--- src/rtl/shacc_array_if.sv ---
// Beat/result handshake bundle for shacc_array: input beats on i_*, tile results on o_*.
interface shacc_array_if #(
    parameter int N = 8,
    parameter int W = 32,
    parameter int A = 16
);
    logic           i_valid;
    logic           i_ready;
    logic [N*A-1:0] i_data;
    logic           o_valid;
    logic           o_ready;
    logic [N*W-1:0] o_data;
    logic [N-1:0]   o_ovf;

    modport slave  (input  i_valid, i_data, o_ready, output i_ready, o_valid, o_data, o_ovf);
    modport master (output i_valid, i_data, o_ready, input  i_ready, o_valid, o_data, o_ovf);
endinterface

--- src/rtl/shacc_array.sv ---
// Multi-lane bit-plane-serial shifter-accumulator with plane sequencer.
// Define SHACC_ARRAY_SAT_EN for per-step saturation and sticky per-lane overflow flags.
module shacc_lane #(
    parameter int W = 32,
    parameter int A = 16
) (
    input  logic                clk,
    input  logic                rst,
    input  logic                i_clr,
    input  logic                i_en,
    input  logic                i_first,
    input  logic                i_neg,
    input  logic signed [A-1:0] i_in,
    output logic [W-1:0]        o_acc,
    output logic                o_ovf
);
`ifdef SHACC_ARRAY_SAT_EN
    localparam int SW = W + 2;
`else
    localparam int SW = W;
`endif

    logic signed [W-1:0]  r_acc;
    logic signed [SW-1:0] w_in, w_accx, w_sum;
    logic [W-1:0]         w_next;

    assign w_in   = SW'(i_in);
    assign w_accx = SW'(r_acc);

    always_comb begin
        w_sum = w_accx + w_accx + w_in;
        if (i_first) w_sum = i_neg ? -w_in : w_in;
    end

`ifdef SHACC_ARRAY_SAT_EN
    localparam logic signed [SW-1:0] MAXV = SW'({1'b0, {(W-1){1'b1}}});
    localparam logic signed [SW-1:0] MINV = ~MAXV;

    logic w_hi, w_lo, r_ovf;
    assign w_hi   = w_sum > MAXV;
    assign w_lo   = w_sum < MINV;
    assign w_next = w_hi ? MAXV[W-1:0] : (w_lo ? MINV[W-1:0] : w_sum[W-1:0]);

    // Sticky within a tile; the first plane restarts it.
    always_ff @(posedge clk or posedge rst) begin
        if (rst)        r_ovf <= 1'b0;
        else if (i_clr) r_ovf <= 1'b0;
        else if (i_en)  r_ovf <= (w_hi | w_lo) | (r_ovf & ~i_first);
    end
    assign o_ovf = r_ovf;
`else
    assign w_next = w_sum;
    assign o_ovf  = 1'b0;
`endif

    always_ff @(posedge clk or posedge rst) begin
        if (rst)        r_acc <= '0;
        else if (i_clr) r_acc <= '0;
        else if (i_en)  r_acc <= w_next;
    end
    assign o_acc = r_acc;
endmodule

module shacc_array #(
    parameter int N  = 8,
    parameter int W  = 32,
    parameter int A  = 16,
    parameter int PW = 5
) (
    input  logic          clk,
    input  logic          rst,
    input  logic          clr,
    input  logic [PW-1:0] cfg_prec,
    input  logic          cfg_signed,
    shacc_array_if.slave  bus,
    output logic          busy
);
    typedef enum logic {S_ACC, S_HOLD} state_t;

    state_t              r_state, w_state_nx;
    logic [PW-1:0]       r_k, r_prec, w_prec;
    logic                w_accept, w_first, w_last;
    logic [N-1:0][W-1:0] w_acc;
    logic [N-1:0]        w_ovf;

    assign bus.i_ready = (r_state == S_ACC) & ~clr & ~rst;
    assign bus.o_valid = (r_state == S_HOLD);
    assign w_accept    = bus.i_valid & bus.i_ready;
    assign w_first     = (r_k == '0);
    // The first plane uses live config; later planes use the copy latched on it.
    assign w_prec      = w_first ? cfg_prec : r_prec;
    assign w_last      = (w_prec <= PW'(1)) || (r_k == w_prec - PW'(1));
    assign busy        = (r_k != '0);

    always_ff @(posedge clk or posedge rst) begin
        if (rst) r_state <= S_ACC;
        else     r_state <= w_state_nx;
    end

    always_comb begin
        w_state_nx = r_state;
        if (clr)
            w_state_nx = S_ACC;
        else case (r_state)
            S_ACC:  if (w_accept && w_last) w_state_nx = S_HOLD;
            S_HOLD: if (bus.o_ready)        w_state_nx = S_ACC;
            default: w_state_nx = S_ACC;
        endcase
    end

    always_ff @(posedge clk or posedge rst) begin
        if (rst) begin
            r_k    <= '0;
            r_prec <= '0;
        end else if (clr) begin
            r_k    <= '0;
        end else if (w_accept) begin
            if (w_first) r_prec <= cfg_prec;
            r_k <= w_last ? '0 : r_k + PW'(1);
        end
    end

    for (genvar g = 0; g < N; g++) begin : g_lane
        shacc_lane #(.W(W), .A(A)) u_lane (
            .clk    (clk),
            .rst    (rst),
            .i_clr  (clr),
            .i_en   (w_accept),
            .i_first(w_first),
            .i_neg  (cfg_signed),
            .i_in   (bus.i_data[g*A +: A]),
            .o_acc  (w_acc[g]),
            .o_ovf  (w_ovf[g])
        );
    end

    assign bus.o_data = w_acc;
    assign bus.o_ovf  = w_ovf;
endmodule

--- src/flat_wrapper.sv ---
// flat-port wrapper written by rule: the top's interface ports become plain ports
module shacc_array_flat 
#(
    parameter int N  = 8,
    parameter int W  = 32,
    parameter int A  = 16,
    parameter int PW = 5
)
  (clk, rst, clr, cfg_prec, cfg_signed, busy, bus_i_valid, bus_i_data, bus_o_ready, bus_i_ready, bus_o_valid, bus_o_data, bus_o_ovf);
  shacc_array_if #(.N(N), .W(W), .A(A)) bus_i ();
  input  logic clk;
  input  logic rst;
  input  logic clr;
  input  logic [PW-1:0] cfg_prec;
  input  logic cfg_signed;
  output logic busy;
  input wire logic [$bits(bus_i.i_valid)-1:0] bus_i_valid;
  input wire logic [$bits(bus_i.i_data)-1:0] bus_i_data;
  input wire logic [$bits(bus_i.o_ready)-1:0] bus_o_ready;
  output wire logic [$bits(bus_i.i_ready)-1:0] bus_i_ready;
  output wire logic [$bits(bus_i.o_valid)-1:0] bus_o_valid;
  output wire logic [$bits(bus_i.o_data)-1:0] bus_o_data;
  output wire logic [$bits(bus_i.o_ovf)-1:0] bus_o_ovf;
  assign bus_i.i_valid = bus_i_valid;
  assign bus_i.i_data = bus_i_data;
  assign bus_i.o_ready = bus_o_ready;
  assign bus_i_ready = bus_i.i_ready;
  assign bus_o_valid = bus_i.o_valid;
  assign bus_o_data = bus_i.o_data;
  assign bus_o_ovf = bus_i.o_ovf;
  shacc_array #(.N(N), .W(W), .A(A), .PW(PW)) u_core (.clk(clk), .rst(rst), .clr(clr), .cfg_prec(cfg_prec), .cfg_signed(cfg_signed), .bus(bus_i), .busy(busy));
endmodule
--- config.mk ---
export PLATFORM = sky130hd
export DESIGN_NAME = shacc_array_flat
export DESIGN_NICKNAME = d
export VERILOG_FILES = /design/src/rtl/shacc_array_if.sv /design/src/rtl/shacc_array.sv /design/src/flat_wrapper.sv
export SDC_FILE = /design/constraint.sdc
export NUM_CORES = 1
export LEC_CHECK = 0
export ABC_AREA = 1
export CAP_MARGIN = 15
export CORE_MARGIN = 8
export CORE_UTILIZATION = 30
export DETAILED_ROUTE_END_ITERATION = 16
export SLEW_MARGIN = 15
export SYNTH_ARGS = -nofsm -noshare
export SYNTH_HDL_FRONTEND = slang
export SYNTH_SLANG_ARGS = --single-unit
--- constraint.sdc ---
create_clock -name clk -period 11.6 [get_ports clk]
set_clock_uncertainty 0.2 [all_clocks]
set_input_delay 2.32 -clock clk [delete_from_list [all_inputs] [get_ports clk]]
set_output_delay 2.32 -clock clk [all_outputs]
set_load 0.005 [all_outputs]
; After elaboration in Yosys (flattened, before gate mapping)
; Cells that the tools add are included.
[totals]
input_bits = 139
out_inout_bits = 267
word_cells = 91
regBits = 267
[classes]
muxes = 40
n_eq_ne = 1
bitwise = 6
magnitude_cmp = 1
n_reduce_logical = 6
add_sub_neg = 26
[ops]
columns = cell, count
row1 = $mux 32, 32
row2 = $add 32x16->32, 8
row3 = $add 32x32->32, 8
row4 = $neg 16->32, 8
row5 = $mux 5, 4
row6 = $add 5x1->5 const B, 1
row7 = $eq 5x5->1, 1
row8 = $le 5x1->1 const B, 1
row9 = $logic_not 5->1, 1
row10 = $reduce_bool 5->1, 1
row11 = $sub 5x1->5 const B, 1
row12 = $and 1x1->1, 3
row13 = $mux 1, 3
row14 = $not 1->1, 3
row15 = $pmux 1 s2, 1
row16 = $reduce_and 2->1, 1
row17 = $reduce_bool 2->1, 1
row18 = $logic_and 1x1->1, 1
row19 = $logic_or 1x1->1, 1

; Longest topological paths before layout
; Gate-level depths: netlist of run 1.
[depth]
depth_word = 9
depth_mapped = 18
ltp_nobuf = 18

; Modules after synthesis
; Synthesis of run 1 repeated with hierarchy kept, for this count alone.
[unflattened]
hier_cells = 6075
area_unflattened_um2 = 34506.8
[by_module_without_submodules]
columns = module, area_per_inst_um2, instances, cells_per_inst
row1 = shacc_lane at u_core.g_lane[0].u_lane ..., 4227.8, 5, 743
row2 = shacc_lane at u_core.g_lane[6].u_lane ..., 4146.5, 2, 742
row3 = shacc_lane at u_core.g_lane[1].u_lane, 4144.0, 1, 747
row4 = shacc_array, 930.9, 1, 129

; Least setup slack after synthesis of run 1
; OpenSTA, ideal clock, no wires.
[synth_path]
kind = input-to-output
from = input clr
to = output bus_i_ready
setup_slack_ps = 6565
n_path_buf = 0
arrival_ps = 2515
path_stages = 1
required_time_ps = 9080
cell_sequence = nor3_2
[synth_via]
elab_chain_len = 3
[synth_rtl]
columns = item, line_no
row1 = start: declaration, flat_wrapper.sv:13  ; input logic clr;
row2 = $not 1->1 (no source line), --
row3 = $and 1x1->1 (2 in series), shacc_array.sv:86  ; assign bus.i_ready = (r_state == S_ACC) & ~clr & ~rst;
row4 = end: declaration, flat_wrapper.sv:20  ; output wire logic [$bits(bus_i.i_ready)-1:0] bus_i_ready;
; No other way between the ends.

; Worst setup path after layout of run 1
[layout_path]
from = input rst
to = output bus_i_ready
[layout_via]
elab_chain_len = 2
[layout_rtl]
columns = item, line_no
row1 = start: declaration, flat_wrapper.sv:12  ; input logic rst;
row2 = $not 1->1, shacc_array.sv:86
row3 = $and 1x1->1, shacc_array.sv:86
; No other way between the ends.

==> results.py, run 1 <==
metrics = {
    "critical_path": {
        "start_kind": "input pin",
        "critPathKind": "input pin to output pin",
        "cp_max_fo": 2,
        "crit_path_top_delay_cell": "clkdlybuf4s50_1",
        "critPathCaptureType": "output pin",
        "worstPathArrival_ns": 3.65,
        "cp_common_cell": "clkdlybuf4s50_1",
        "worstPathRequired_ns": 9.08,
        "slowest_delay_ns": 0.56,
        "crit_chain": "clkdlybuf4s50_1 -> nor3_2 -> clkdlybuf4s50_1",
    },
    "synthesis": {
        "syn-cell-area_sq_mm": 0.0304,
        "synth-main-ff-cell": "dfrtp_1",
        "synth_edf_count": 0,
        "yosysWarnings": 0,
        "synth_top_area_share_pct": 22.0,
        "avgSynthCellArea_sq_um": 6.00,
        "netlist_top_cells_area": "dfrtp_1 22%, nand2_1 20%, ha_1 11%",
        "synth_compound_area_share_pct": 16.8,
        "synth_seq_cells": 267,
        "yosys.area.top_type": "dfrtp_1",
        "synthAdderAreaFrac_pct": 11.2,
        "seq_area_frac_synth_pct": 22.0,
        "synth_mux_area_share_pct": 0,
        "synthArstFlopShare_pct": 100,
        "synth.distinct_cells": 48,
        "synth-simple-area-share_pct": 40.0,
        "syn_inst": 5060,
        "synth_top_family_by_area": "simple AND/OR/NAND/NOR gates",
        "synth_xor_area_share_pct": 1.24,
    },
    "detailed_routing": {
        "vias_per_cell": 5.19,
        "ant_nets": 0,
        "drtPass1Iterations": 5,
        "routed_wl_mm": 125,
        "drc": 0,
        "vias": 35000,
        "wire_per_inst_microns": 18.5,
        "initialDrtViolationCount": 2389,
    },
    "timing": {
        "setup_viol": 0,
        "fin_crit_ns": 6.17,
        "setup_tns_ns": 0,
        "slew_headroom_pct": 26.3,
        "rsz0062_at_grt": "false",
        "slew_violations": 0,
        "final.period_utilization_pct": 53.2,
        "worst_pin_slew_ns": 1.11,
        "max_freq_mhz": 162,
        "finalHoldViolCount": 0,
    },
    "place": {
        "dpl-instance-area_sq_mm": 0.0355,
        "io_buffer_count": 397,
        "hpwl_mm": 96.2,
        "gp_congestion": 0.937,
    },
    "clock_network": {
        "ctsHoldBuffers": 0,
        "cts.repair.resized": 0,
        "clock-sinks": 267,
        "ctsHtreeMaxLevel": 2,
        "cts_root_buffer": "clkbuf_16",
        "path_clk_slew_ns": 0.05,
        "post_cts_buffers": 0,
        "numCtsBuffers": 43,
        "clk_path_buf_depth": 3,
        "tritoncts": "yes",
        "clk_latency_ns": 0.61,
    },
    "global_routing": {
        "gr-total-overflow": 0,
        "grt_max_degree": 132,
        "grt_first_pass_wirelength_mm": 194,
        "grtUsageTotal_pct": 21.4,
        "antenna_found_initial": 11,
        "grt_pass1_vias": 33500,
    },
    "floorplanning": {
        "die_w_microns": 334,
        "die-height_microns": 334,
        "fp.dieArea_sq_mm": 0.112,
        "start_util_pct": 30.3,
        "rows": 116,
        "coreArea_sq_mm": 0.100,
        "boundaryPins": 406,
    },
    "layout": {
        "stdcell_area_sq_mm": 0.0370,
        "area_delta_synth_final_pct": 21.7,
        "layout.nets": 5809,
        "drive_above_1_share_pct": 2.61,
    },
    "hold_path": {
        "hold_path.class": "flop to flop",
    },
    "power_and_ir_drop": {
        "switching_power_mw": 1.72,
        "comb_power_share_pct": 40.5,
        "ir_worst_vdd_mv": 0.0906,
        "power.leakage_nw": 18.7,
        "internal_power_mw": 2.46,
        "clock_power_share_pct": 32.5,
        "power-per-cell-area_mw_per_mm2": 113,
        "p_sw_share_pct": 41.1,
        "p_seq_share_pct": 27.0,
    },
    "run": {
        "max_cap_violations": 0,
    },
    "status": {
        "status": "finished clean",
    },
}
==> power groups by stage <==
stage	combinational [mW]	clock (mW)	sequential (mW)
final	1.69	1.36	1.13
after global routing	1.90	1.43	1.14
after CTS	1.69	1.41	1.13
after detailed placement	1.68	0	1.14
after global placement	1.67	0	1.14
after floorplan	1.07	0	1.11
==> Yosys cell counts, types with 12 or more instances <==
master	instances
o21bai_1	22
buf_4	16
nand3_1	520
buf_2	58
xnor2_1	12
nand4_1	74
o21ai_0	370
a21oi_2	15
a21oi_1	405
clkbuf_1	38
xor2_1	31
or2_2	13
nor3_1	94
o21ai_1	14
a32o_1	27
nand2_1	1619
inv_1	533
nand3b_1	30
o21a_1	23
o211ai_1	32
nor2_1	494
dfrtp_1	267
ha_1	260
nor4_1	15
==> final timing paths <==
kind	start	end	slack, ns	depth (start not counted)
min in group asynchronous	rst	u_core.g_lane[0].u_lane.o_acc[5]	2.06	2
worst max-delay path	rst	bus_i_ready	5.43	3
worst min register to register	u_core.g_lane[1].u_lane.o_acc[31]	u_core.g_lane[1].u_lane.o_acc[31]	0.28	2
worst min-delay path	u_core.g_lane[1].u_lane.o_acc[31]	u_core.g_lane[1].u_lane.o_acc[31]	0.28	2
worst max register to register	u_core.r_k[0]	u_core.g_lane[1].u_lane.o_acc[22]	7.48	11
max in group asynchronous	rst	u_core.g_lane[3].u_lane.o_acc[14]	7.78	3
==> per-layer routing <==
metal  part of all wire (%)  global-route usage [%]  up-vias
li1                       -                       -    17600
met1                     45                    28.3    16200
met2                     46                    35.6     1074
met3                    7.1                    4.42      159
met4                    2.3                    5.52       10
met5                  0.055                       0        -
==> critical path: cells and delay by family <==
| family | cells | cell delay [ns] |
|---|---|---|
| simple gates | 1 | 0.26 |
| buf+inv | 2 | 1.08 |
==> kinds of logic after synthesis <==
family / count (synthesis)
buffers and inverters: 659
flip-flops: 267
AND/OR/NAND/NOR: 2893
XOR/XNOR: 43
other: 1
adder cells (fa/ha/maj): 268
AO/OA/AOI/OAI: 929
==> sequential cells by signal, summed over array words and instances, names as in the netlist <==
| signal | flops |
|---|---|
| u_core.r_k | 5 |
| u_core.r_prec | 5 |
| u_core.bus.o_valid | 1 |
| u_core.g_lane.u_lane.o_acc | 256 |
==> layout make-up <==
| class | instances | area, sq um |
|---|---|---|
| clock inverter | 12 | 134 |
| antenna | 5 | 12.5 |
| tap | 1298 | 1620 |
| sequential | 267 | 6680 |
| clock buffer | 67 | 1310 |
| inverter | 536 | 2040 |
| fill | 11000 | 63200 |
| timing repair buffer | 413 | 4100 |
| multi-input combinational | 4141 | 21100 |
==> cell usage in the layout, fill, tap and decap left out, types with 6 or more instances in the layout <==
cell / n
a21o_1: 6
a21oi_1: 405
a21oi_2: 15
a32o_1: 27
buf_4: 16
clkbuf_1: 11
clkbuf_16: 44
clkbuf_8: 12
clkdlybuf4s50_1: 396
conb_1: 8
dfrtp_1: 267
fa_1: 8
ha_1: 260
inv_1: 530
nand2_1: 1618
nand3_1: 520
nand3b_1: 30
nand4_1: 74
nor2_1: 494
nor3_1: 94
nor4_1: 15
o211ai_1: 32
o21a_1: 23
o21ai_0: 370
o21ai_1: 14
o21bai_1: 22
or2_2: 13
xnor2_1: 12
xor2_1: 31
==> stage by stage <==
step	utilization, %	cells	setup slack [ns]	power, mW	hold slack [ns]
3_3_place_gp	35.5	6655	5.14	2.81	0.266
3_5_place_dp	35.5	6655	5.08	2.82	0.267
6_report	36.9	6739	5.43	4.18	0.278
4_1_cts	36.9	6734	5.42	4.22	0.282
2_1_floorplan	-	5067	1.73	2.18	0.249
5_1_grt	36.9	6736	5.39	4.47	0.293
No activity file was read; power rests on OpenSTA's default activity.
==> run 2: changes to the inputs <==
==> constraint.sdc (replaced) <==
create_clock -name clk -period 6.22 [get_ports clk]
set_clock_uncertainty 0.2 [all_clocks]
set_input_delay 1.244 -clock clk [delete_from_list [all_inputs] [get_ports clk]]
set_output_delay 1.244 -clock clk [all_outputs]
set_load 0.005 [all_outputs]
==> results.py, run 2 (synthesis gave the netlist of run 1 again) <==
metrics = {
    "status": {
        "status": "finished clean",
    },
    "timing": {
        "setup_tns_ns": 0,
        "slew_violations": 0,
        "slew_headroom_pct": 32.7,
        "final.period_utilization_pct": 68.2,
        "rsz0062_at_grt": "false",
        "finalHoldViolCount": 0,
        "setup_viol": 0,
        "worst_slack_ns": 1.98,
        "max_freq_mhz": 236,
        "fin_crit_ns": 4.24,
        "worst_pin_slew_ns": 1.01,
    },
    "place": {
        "hpwl_mm": 96.9,
        "io_buffer_count": 397,
        "gp_congestion": 0.955,
        "place_ws_ns": 1.55,
    },
    "layout": {
        "area_delta_synth_final_pct": 21.7,
        "layout_commonest_cell": "nand2_1",
        "drive_above_1_share_pct": 2.52,
        "most-common-layout-cells": "1618 x nand2_1, 530 x inv_1, 520 x nand3_1",
        "largest_reg_flops": 256,
        "post-route-util_pct": 36.9,
        "layout.nets": 5807,
    },
    "detailed_routing": {
        "drtPass1Iterations": 6,
        "ant_nets": 0,
        "wire_per_inst_microns": 18.8,
        "initialDrtViolationCount": 2669,
        "vias": 35300,
        "vias_per_cell": 5.24,
        "routed_wl_mm": 126,
        "drc": 0,
    },
    "clock_network": {
        "tritoncts": "yes",
        "cts.repair.resized": 0,
        "clk_path_buf_depth": 3,
        "path_clk_slew_ns": 0.05,
        "clock-sinks": 267,
        "numCtsBuffers": 42,
        "clk_latency_ns": 0.60,
        "ctsHoldBuffers": 0,
        "cts_root_buffer": "clkbuf_16",
        "ctsHtreeMaxLevel": 2,
        "post_cts_buffers": 0,
    },
    "power_and_ir_drop": {
        "power.leakage_nw": 18.7,
        "ir_worst_vdd_mv": 0.183,
        "power-per-cell-area_mw_per_mm2": 209,
    },
    "floorplanning": {
        "boundaryPins": 406,
        "rows": 116,
        "coreArea_sq_mm": 0.100,
        "die-height_microns": 334,
        "start_util_pct": 30.3,
        "die_w_microns": 334,
        "fp.dieArea_sq_mm": 0.112,
    },
    "critical_path": {
        "critPathBufInv": 3,
        "crit_path_top_delay_cell": "clkdlybuf4s50_1",
        "cp_common_cell": "inv_1",
        "cp_max_fo": 84,
        "slowest_delay_ns": 0.72,
        "start_kind": "flop",
        "critPathCaptureType": "output pin",
        "crit_chain": "inv_1 -> ha_1 -> inv_1 -> nor2_4 -> nand2_8 -> clkdlybuf4s50_1",
        "worstPathArrival_ns": 2.80,
        "critPathTopFamily": "buffers and inverters",
        "worstPathRequired_ns": 4.78,
        "critPathKind": "flop to output pin",
    },
    "global_routing": {
        "gr-total-overflow": 0,
        "grt_first_pass_wirelength_mm": 196,
        "grt_max_degree": 124,
        "grt_pass1_vias": 34000,
        "grtUsageTotal_pct": 21.8,
        "antenna_found_initial": 15,
    },
    "run": {
        "max_cap_violations": 0,
    },
    "hold_path": {
        "hold_path.class": "flop to flop",
    },
}
run 2: changes by cell type in the layout (fill, tap and decap cells not counted), sizes merged:
cell,delta
buf,-1
clkbuf,-5
clkinv,+4
diode,-1
inv,-3
run 2: final timing paths:
kind,from,endpoint,slack (ns),cells past startpoint
max in group asynchronous,rst,u_core.g_lane[7].u_lane.o_acc[19],3.77,3
max,u_core.r_k[0],busy,1.98,6
max reg2reg,u_core.r_k[0],u_core.g_lane[5].u_lane.o_acc[3],2.67,9
min reg2reg,u_core.g_lane[4].u_lane.o_acc[31],u_core.g_lane[4].u_lane.o_acc[31],0.28,2
min in group asynchronous,rst,u_core.g_lane[4].u_lane.o_acc[19],0.86,2
min,u_core.g_lane[4].u_lane.o_acc[31],u_core.g_lane[4].u_lane.o_acc[31],0.28,2
run 2: per-layer routing:
layer  vias up  track usage [%]  wire (microns)
li1      17600                -               -
met1     16300             27.7           55300
met2      1195             35.4           56000
met3       234             6.15           10700
met4        18             7.48            4230
met5         -                0             108
run 2: area by class of cell:
cell class,count,area (sq um)
fillers,11000,63200
multi-input cells,4141,21100
flip-flops and latches,267,6680
repair buffers,412,4180
inverters,536,2030
well taps,1298,1620
clock buffers,62,1250
clock inverters,13,118
diodes,4,10.0
run 2: report_power, final:
group | leakage [nW] | internal, mW | switching (mW)
clock network | 0.678 | 1.47 | 0.981
registers | 3.61 | 1.90 | 0.206
logic | 14.4 | 1.16 | 2.00
total | 18.7 | 4.54 | 3.19
run 2: worst register-to-register path: stages, from the launching register on:
cell and delay [ns]:
dfrtp_1 0.38, inv_1 0.11, ha_1 0.20, inv_1 0.09, nor2_4 0.07, nand2_8 0.52
buf_4 0.52, buf_4 0.67, o21ai_0 0.34, a32o_1 0.33
run 2: stage by stage:
step                hold WS [ns]  std cells  power (mW)  area, sq um
floorplan                  0.249       5067        4.07        30400
global placement           0.267       6654        5.27        35600
detailed placement         0.268       6654        5.28        35600
CTS                        0.283       6729        7.82        36900
global route               0.313       6731        8.28        37000
finish                     0.278       6733        7.72        37000
